<file path="src/rtl/filter_seq_ctrl.sv">
// Filter weight sequencer: loads DEPTH_F*DEPTH_F weights into memory, then emits one packet per row.
// Optional FILTER_REPLAY_EN adds replay_start to resend an already loaded filter without reloading.
module filter_seq_ctrl #(
    parameter int WIDTH      = 8,
    parameter int DEPTH_F    = 5,
    parameter int ADDR_WIDTH = 5,
    parameter int PACK_WIDTH = 44,
    parameter int RD_LAT     = 1
) (
    input  logic                  clk,
    input  logic                  rst,
    input  logic                  load_start,
`ifdef FILTER_REPLAY_EN
    input  logic                  replay_start,
`endif
    input  logic                  wr_in_valid,
    output logic                  wr_in_ready,
    input  logic [WIDTH-1:0]      wr_in_data,
    output logic                  mem_we,
    output logic [ADDR_WIDTH-1:0] mem_waddr,
    output logic [WIDTH-1:0]      mem_wdata,
    output logic                  mem_re,
    output logic [ADDR_WIDTH-1:0] mem_raddr,
    input  logic [WIDTH-1:0]      mem_rdata,
    output logic                  pkt_valid,
    input  logic                  pkt_ready,
    output logic [PACK_WIDTH-1:0] pkt_data,
    output logic                  busy,
    output logic                  done
);

    localparam int NWORDS = DEPTH_F * DEPTH_F;
    localparam int RW     = (DEPTH_F > 1) ? $clog2(DEPTH_F) : 1;
    localparam int KW     = $clog2(DEPTH_F + RD_LAT + 1);
    localparam int LW     = DEPTH_F * WIDTH;

    localparam logic [ADDR_WIDTH-1:0] LAST_W = ADDR_WIDTH'(NWORDS - 1);
    localparam logic [RW-1:0]         LAST_R = RW'(DEPTH_F - 1);
    localparam logic [KW-1:0]         LAST_K = KW'(DEPTH_F + RD_LAT - 1);
    localparam logic [KW-1:0]         N_RD   = KW'(DEPTH_F);
    localparam logic [KW-1:0]         LAT    = KW'(RD_LAT);

    typedef enum logic [2:0] {
        S_IDLE,
        S_LOAD,
        S_READ,
        S_SEND,
        S_DONE
    } state_t;

    state_t                state;
    logic [ADDR_WIDTH-1:0] w;
    logic [RW-1:0]         r;
    logic [KW-1:0]         k;
    logic [LW-1:0]         lanes;
    logic                  beat;
    logic [KW-1:0]         lane_idx;
    logic [ADDR_WIDTH-1:0] raddr;
`ifdef FILTER_REPLAY_EN
    logic                  loaded;
`endif

    assign beat     = (state == S_LOAD) && wr_in_valid;
    assign lane_idx = k - LAT;
    assign raddr    = ADDR_WIDTH'(int'(r) * DEPTH_F + int'(k));

    assign wr_in_ready = (state == S_LOAD);
    assign mem_we      = beat;
    assign mem_waddr   = beat ? w : '0;
    assign mem_wdata   = beat ? wr_in_data : '0;

    // k counts the whole READ phase: issue for k < DEPTH_F, capture RD_LAT later
    assign mem_re    = (state == S_READ) && (k < N_RD);
    assign mem_raddr = mem_re ? raddr : '0;

    assign pkt_valid = (state == S_SEND);
    assign pkt_data  = PACK_WIDTH'({4'(r), lanes});
    assign busy      = (state != S_IDLE);
    assign done      = (state == S_DONE);

    always_ff @(posedge clk or posedge rst) begin
        if (rst) begin
            state <= S_IDLE;
            w     <= '0;
            r     <= '0;
            k     <= '0;
            lanes <= '0;
`ifdef FILTER_REPLAY_EN
            loaded <= 1'b0;
`endif
        end else begin
            unique case (state)
                S_IDLE: begin
                    if (load_start) begin
                        state <= S_LOAD;
                        w     <= '0;
`ifdef FILTER_REPLAY_EN
                        loaded <= 1'b0;
                    end else if (replay_start && loaded) begin
                        state <= S_READ;
                        r     <= '0;
                        k     <= '0;
`endif
                    end
                end
                S_LOAD: begin
                    if (beat) begin
                        if (w == LAST_W) begin
                            state <= S_READ;
                            w     <= '0;
                            r     <= '0;
                            k     <= '0;
`ifdef FILTER_REPLAY_EN
                            loaded <= 1'b1;
`endif
                        end else begin
                            w <= w + 1'b1;
                        end
                    end
                end
                S_READ: begin
                    if (k >= LAT) begin
                        lanes[int'(lane_idx) * WIDTH +: WIDTH] <= mem_rdata;
                    end
                    if (k == LAST_K) begin
                        state <= S_SEND;
                        k     <= '0;
                    end else begin
                        k <= k + 1'b1;
                    end
                end
                S_SEND: begin
                    if (pkt_ready) begin
                        if (r == LAST_R) begin
                            state <= S_DONE;
                        end else begin
                            r     <= r + 1'b1;
                            state <= S_READ;
                        end
                    end
                end
                S_DONE: begin
                    state <= S_IDLE;
                end
                default: begin
                    state <= S_IDLE;
                end
            endcase
        end
    end

endmodule

</file>
<file path="config.mk">
export PLATFORM = sky130hd
export DESIGN_NAME = filter_seq_ctrl
export DESIGN_NICKNAME = d
export VERILOG_FILES = /design/src/rtl/filter_seq_ctrl.sv
export SDC_FILE = /design/constraint.sdc
export NUM_CORES = 1
export LEC_CHECK = 0
export ABC_AREA = 0
export BUFFER_PORTS_ARGS = -buffer_cell sky130_fd_sc_hd__buf_2
export CAP_MARGIN = 20
export CORE_MARGIN = 3
export CORE_UTILIZATION = 53
export CTS_BUF_LIST = sky130_fd_sc_hd__clkbuf_8
export DETAILED_ROUTE_END_ITERATION = 12
export GPL_TIMING_DRIVEN = 1
export PLACE_DENSITY = 0.82
export SLEW_MARGIN = 20
export SYNTH_ARGS = -nofsm -noshare
export SYNTH_HDL_FRONTEND = slang
export SYNTH_SLANG_ARGS = --single-unit
</file>
<file path="constraint.sdc">
create_clock -name clk -period 4.09 [get_ports clk]
set_input_delay 0.409 -clock clk [delete_from_list [all_inputs] [get_ports clk]]
set_output_delay 0.409 -clock clk [all_outputs]
set_load 0.05 [all_outputs]
</file>
# Word level (Yosys, flattened, before mapping)
# Index checks and enable logic that the tools add are counted.
[totals] out_inout_bits=68 reg_bits=54
[classes] n_eq_ne=13 mux=22 n_reduce_logical=12 shifts=2 order_cmp=2 multipliers=1 addsub=6
[op_table] cell="bitwise mux 40 bit" n=1
[op_table] cell="variable shift 8 x 33 -> 40 bit (first input constant)" n=1
[op_table] cell="indexed part select 8 x 33 -> 40 bit" n=1
[op_table] cell="two-way mux 3 bit" n=11
[op_table] cell="negator 6 -> 33 bit" n=1
[op_table] cell="two-way mux 5 bit" n=5
[op_table] cell="case mux 3 bit (2 select lines)" n=2
[op_table] cell="case mux 3 bit (4 select lines)" n=1
[op_table] cell="case mux 5 bit (2 select lines)" n=1
[op_table] cell="AND reduction 5 bit" n=2
[op_table] cell="equality test 3 bit (second input constant)" n=3
[op_table] cell="two-way mux 8 bit" n=1
[op_table] cell="!= test 2 x 1 -> 1 bit (second input constant)" n=4
[op_table] cell="adder 3 x 1 -> 3 bit (second input constant)" n=2
[op_table] cell="equality test 3 x 2 -> 1 bit (second input constant)" n=2
[op_table] cell="AND reduction 3 bit" n=2
[op_table] cell="nonzero test 2 bit" n=3
[op_table] cell="adder 5 x 1 -> 5 bit (second input constant)" n=1
[op_table] cell="adder 5 x 3 -> 5 bit" n=1
[op_table] cell="equality test 5 bit (second input constant)" n=1
[op_table] cell="multiplier 3 x 3 -> 5 bit (second input constant)" n=1
[op_table] cell="!= test 2 bit (second input constant)" n=2
[op_table] cell="equality test 3 x 1 -> 1 bit (second input constant)" n=1
[op_table] cell=">= comparator 3 x 1 -> 1 bit (second input constant)" n=1
[op_table] cell="6 further kinds" n=7

# Depth between registers and ports, before layout
[depth] ltp_word=4 mapped_depth=10 mapped_depth_nobuf=8

# Worst setup path before layout
# OpenSTA, ideal clock, no wires.
[synth_timing] path_type="reg2reg" from="register k[0]" to="register lanes[16]" path_slack_ns=1.075 t_arrival_ns=2.945 required_time_ns=4.021 path_stages_with_launch=10 period_less_slack_ns=3.015 setup_ns=0.069 cell_sequence="dfrtp_1 > clkbuf_1 > inv_1 > ha_1 > xor2_4 > inv_1 > ha_1 > nand4bb_1 > nor4_1 > a32o_1"
[synth_via] elab_chain_len=4 word_cells_on_any_way=7 classes_between="add/sub: 2; order compare: 1; shift: 2; mux: 1; reduce/logical: 1"
[synth_lines] item="start, declared" line_no="54" rtl="logic [KW-1:0] k;"
[synth_lines] item="start signal, assigned" line_no="129" rtl="k <= k + 1'b1;"
[synth_lines] item="subtractor 3 x 1 -> 3 bit" line_no="64" rtl="assign lane_idx = k - LAT;"
[synth_lines] item="negator 6 -> 33 bit" line_no="123" rtl="lanes[int'(lane_idx) * WIDTH +: WIDTH] <= mem_rdata;"
[synth_lines] item="indexed part select 8 x 33 -> 40 bit / variable shift 8 x 33 -> 40 bit (equally long branches)" line_no="123"
[synth_lines] item="bitwise mux 40 bit" line_no="123"
[synth_lines] item="end signal, assigned by index" line_no="123"
[synth_lines] item="end, declared" line_no="55" rtl="logic [LW-1:0] lanes;"
# Parallel ways exist; a longest one is shown, timed or not.
# A chain may end at the register's enable or synchronous reset.

# Worst setup path in the final report
[layout_timing] from="register k[0]" to="register lanes[36]"
# The elaborated chain is that of the path after synthesis.

==> results.json <==
{
  "status": "finished, final reports clean",
  "async_reset_ff_frac": 1.00,
  "grt_start_max_net_pins": 55,
  "syn_avg_cell_area_sq_um": 11.3,
  "yosysWarnings": 0,
  "clock_power_share": 0.128,
  "ant_nets": 0,
  "peakVddDrop_mv": 0.386,
  "first_global_vias": 2149,
  "ctsHoldBuffers": 0,
  "cts_resized": 0,
  "finalWirelength_mm": 6.63,
  "drive_above_1_share": 0.352,
  "vias": 2336,
  "boundaryPins": 89,
  "finalClockSkew_ns": 0.00781,
  "drt_iter0_drc": 142,
  "reg2reg_slack_ns": 0.78,
  "synthToLayoutAreaGrowth_pct": 20.5,
  "crit_cells": 8,
  "crit_required_ns": 4.29,
  "grt_overflow": 0,
  "cts_max_path_buffers": 2,
  "layout_min_cycle_time_ns": 3.31,
  "route.top_layer_used": "met4",
  "cts_setup_buffers": 0,
  "gp_congestion": 0.872,
  "dp_hpwl_mm": 4.92,
  "critPathCaptureType": "flip-flop",
  "maxCapViolations": 0,
  "clock.fmax_mhz": 302,
  "die_w_um": 80.3,
  "power.switching_w": 0.00128,
  "drt_pass1_iterations": 4,
  "path_cells": "inv_1, ha_1, xor2_4, inv_1, ha_1, nand4bb_1, nor4_4, mux2_2",
  "slowest_stage": "dfrtp_1",
  "post-place-ws_ns": 0.806,
  "core_sq_mm": 0.00524,
  "clkLatencyLatePin_ns": 0.31,
  "critical_path_buf_inv_count": 2,
  "pwr-share-comb": 0.544,
  "start_util": 0.559,
  "cts_sinks": 54,
  "ys.flop_type": "dfrtp_1",
  "drc": 0,
  "power_frac_seq": 0.328,
  "gr-usage-all-layers": 0.212,
  "die_height_um": 80.3,
  "numCtsBuffers": 5,
  "antennaDiodeCount": 0,
  "startpoint": "k[0]",
  "wl_met2_mm": 3.08,
  "netlist_area_sq_mm": 0.00293,
  "ys_ff_latch": 54,
  "postSynthCellCount": 258,
  "syn_nets": 300,
  "synth_edf_count": 0,
  "wl_met1_mm": 3.04,
  "dieArea_sq_mm": 0.00645,
  "wl_met3_um": 447,
  "avgRoutedWirePerCell_um": 15.9,
  "cp_max_fo": 18,
  "clkTransAtPathRegs_ns": 0.10,
  "worstRegToRegCells": 8,
  "synth-seq-area-share": 0.462,
  "cp-endpoint": "lanes[36]",
  "switching_share": 0.511,
  "timing.final.hold_violations": 0,
  "r2r_end": "lanes[36]",
  "path_class": "reg -> reg",
  "setup_viol": 0,
  "powerDensity_mw_per_mm2": 712,
  "final_max_slew_viol_count": 0,
  "max_stage_delay_ns": 0.67,
  "period_share": 0.809,
  "cts-root-buf": "clkbuf_8",
  "nNetsFinal": 388,
  "rows": 26,
  "htreeDepth": 2,
  "crit_family": "simple AND/OR/NAND/NOR gates",
  "port_buffers": 87,
  "ys_types": 50,
  "antenna_found_initial": 0,
  "timing.rr.start": "k[0]",
  "finalSetupTns_ns": 0,
  "worst_pin_slew_ns": 0.725,
  "maxSlewHeadroom": 0.516,
  "grt_pass1_wl_mm": 10.7,
  "rsz0062_at_grt": "no",
  "finalWorstSetupSlack_ns": 0.780,
  "hp-class": "in -> async",
  "fillers": 406,
  "cts_tree": "yes",
  "internal_power_w": 0.00123,
  "crit_path_start_kind": "flip-flop",
  "vias_per_cell": 5.60,
  "leakagePower_nw": 1.93,
  "worstPathArrival_ns": 3.51
}
[worst min path at each step]
stage | to | cells after the start | from | slack (ns)
floorplan | w[3] | 1 | w[3] | 0.50
global placement | lanes[26] | 1 | lanes[26] | 0.48
detailed placement | lanes[26] | 1 | lanes[26] | 0.48
CTS | k[0] | 3 | rst | 0.30
global route | k[0] | 3 | rst | 0.34
finish | k[0] | 3 | rst | 0.27
[worst reg2reg max path, stage by stage (launching register included)]
cell and delay (ns):
dfrtp_1 0.67, inv_1 0.20, ha_1 0.30, xor2_4 0.25
inv_1 0.14, ha_1 0.37, nand4bb_1 0.24, nor4_4 0.62
mux2_2 0.41
[layout by cell type, fill, tap and decap left out, types with 4 or more instances in the layout]
master / instances
a21oi_1: 6
and3_1: 8
nand3_1: 8
mux2i_1: 7
dfrtp_1: 54
a22o_1: 18
o21ai_0: 11
and2_1: 10
clkbuf_8: 6
nor3b_1: 4
nand2b_1: 4
nand2_1: 13
buf_2: 87
nor2_1: 7
mux2_2: 17
inv_1: 16
ha_1: 20
[power by group through the flow]
stage | clock (W) | combinational, W | sequential (W)
after floorplan | 0 | 0.000868 | 0.00103
final | 0.000321 | 0.00137 | 0.000824
after global placement | 0 | 0.00134 | 0.000829
after CTS | 0.000327 | 0.00137 | 0.000822
after global routing | 0.000349 | 0.00150 | 0.000848
after detailed placement | 0 | 0.00136 | 0.000832
[cell usage after synthesis (2+ instances only)]
cell | instances | area share
a32o_1 | 2 | 0.0068
and3_1 | 8 | 0.017
and2_1 | 10 | 0.021
nor4_4 | 2 | 0.015
nand2_1 | 13 | 0.017
inv_1 | 17 | 0.022
ha_1 | 20 | 0.086
nand2b_1 | 4 | 0.0085
a31oi_1 | 3 | 0.0064
nand3_1 | 8 | 0.014
nor4_1 | 2 | 0.0043
mux2i_1 | 7 | 0.024
mux2_2 | 17 | 0.065
nand3b_1 | 2 | 0.0051
clkbuf_1 | 6 | 0.0077
a22o_1 | 18 | 0.054
and4b_1 | 2 | 0.0068
nor2b_1 | 3 | 0.0064
a21oi_1 | 6 | 0.010
o21ai_0 | 11 | 0.019
nand4bb_1 | 2 | 0.0077
nor2_1 | 7 | 0.0090
buf_4 | 2 | 0.0051
o2111ai_1 | 2 | 0.0060
dfrtp_1 | 54 | 0.46
a21o_1 | 2 | 0.0051
nor3b_1 | 4 | 0.010
or3_1 | 2 | 0.0043
[stage by stage]
step                utilization  hold WS (ns)  power, W  cells  instance area, sq um
global placement          0.654         0.478   0.00216    409                  3430
global route              0.673         0.335   0.00270    417                  3530
detailed placement        0.654         0.480   0.00220    409                  3430
CTS                       0.673         0.298   0.00252    417                  3530
finish                    0.673         0.272   0.00251    417                  3530
floorplan                     -         0.501   0.00190    258                  2930
[routing by layer]
metal | vias to the layer above | track usage
met1 | 1113 | 0.310
li1 | 1125 | -
met5 | - | 0
met3 | 6 | 0.0392
met4 | 0 | 0.0439
met2 | 92 | 0.330
[area by class of cell]
class                           count  area [sq um]  share of cell area
Clock buffer                        6          82.6              0.0234
Clock inverter                      2          16.3             0.00461
Inverter                           17          63.8              0.0181
Multi-Input combinational cell    179          1470               0.418
Sequential cell                    54          1350               0.383
Tap cell                           70          87.6              0.0248
Timing Repair Buffer               89           450               0.128
[registers in the layout (all words and copies together), names as in the netlist]
signal and count:
r 3, state 3, w 5, k 3, lanes 40
[cells by family (layout without fill, tap and decap cells)]
| family | after synthesis | count (layout) | share of synthesized area |
|---|---|---|---|
| buffers and inverters | 25 | 114 | 0.0346 |
| xor gates and xnor gates | 3 | 3 | 0.0154 |
| muxes | 24 | 24 | 0.0894 |
| DFF | 54 | 54 | 0.462 |
| AOI/OAI and AO/OA | 52 | 52 | 0.131 |
| adders and majority gates | 21 | 21 | 0.0923 |
| other | 1 | 1 | 0.00128 |
| and+or+nand+nor | 78 | 78 | 0.174 |
Note: power is estimated with default switching activity, not from simulation.
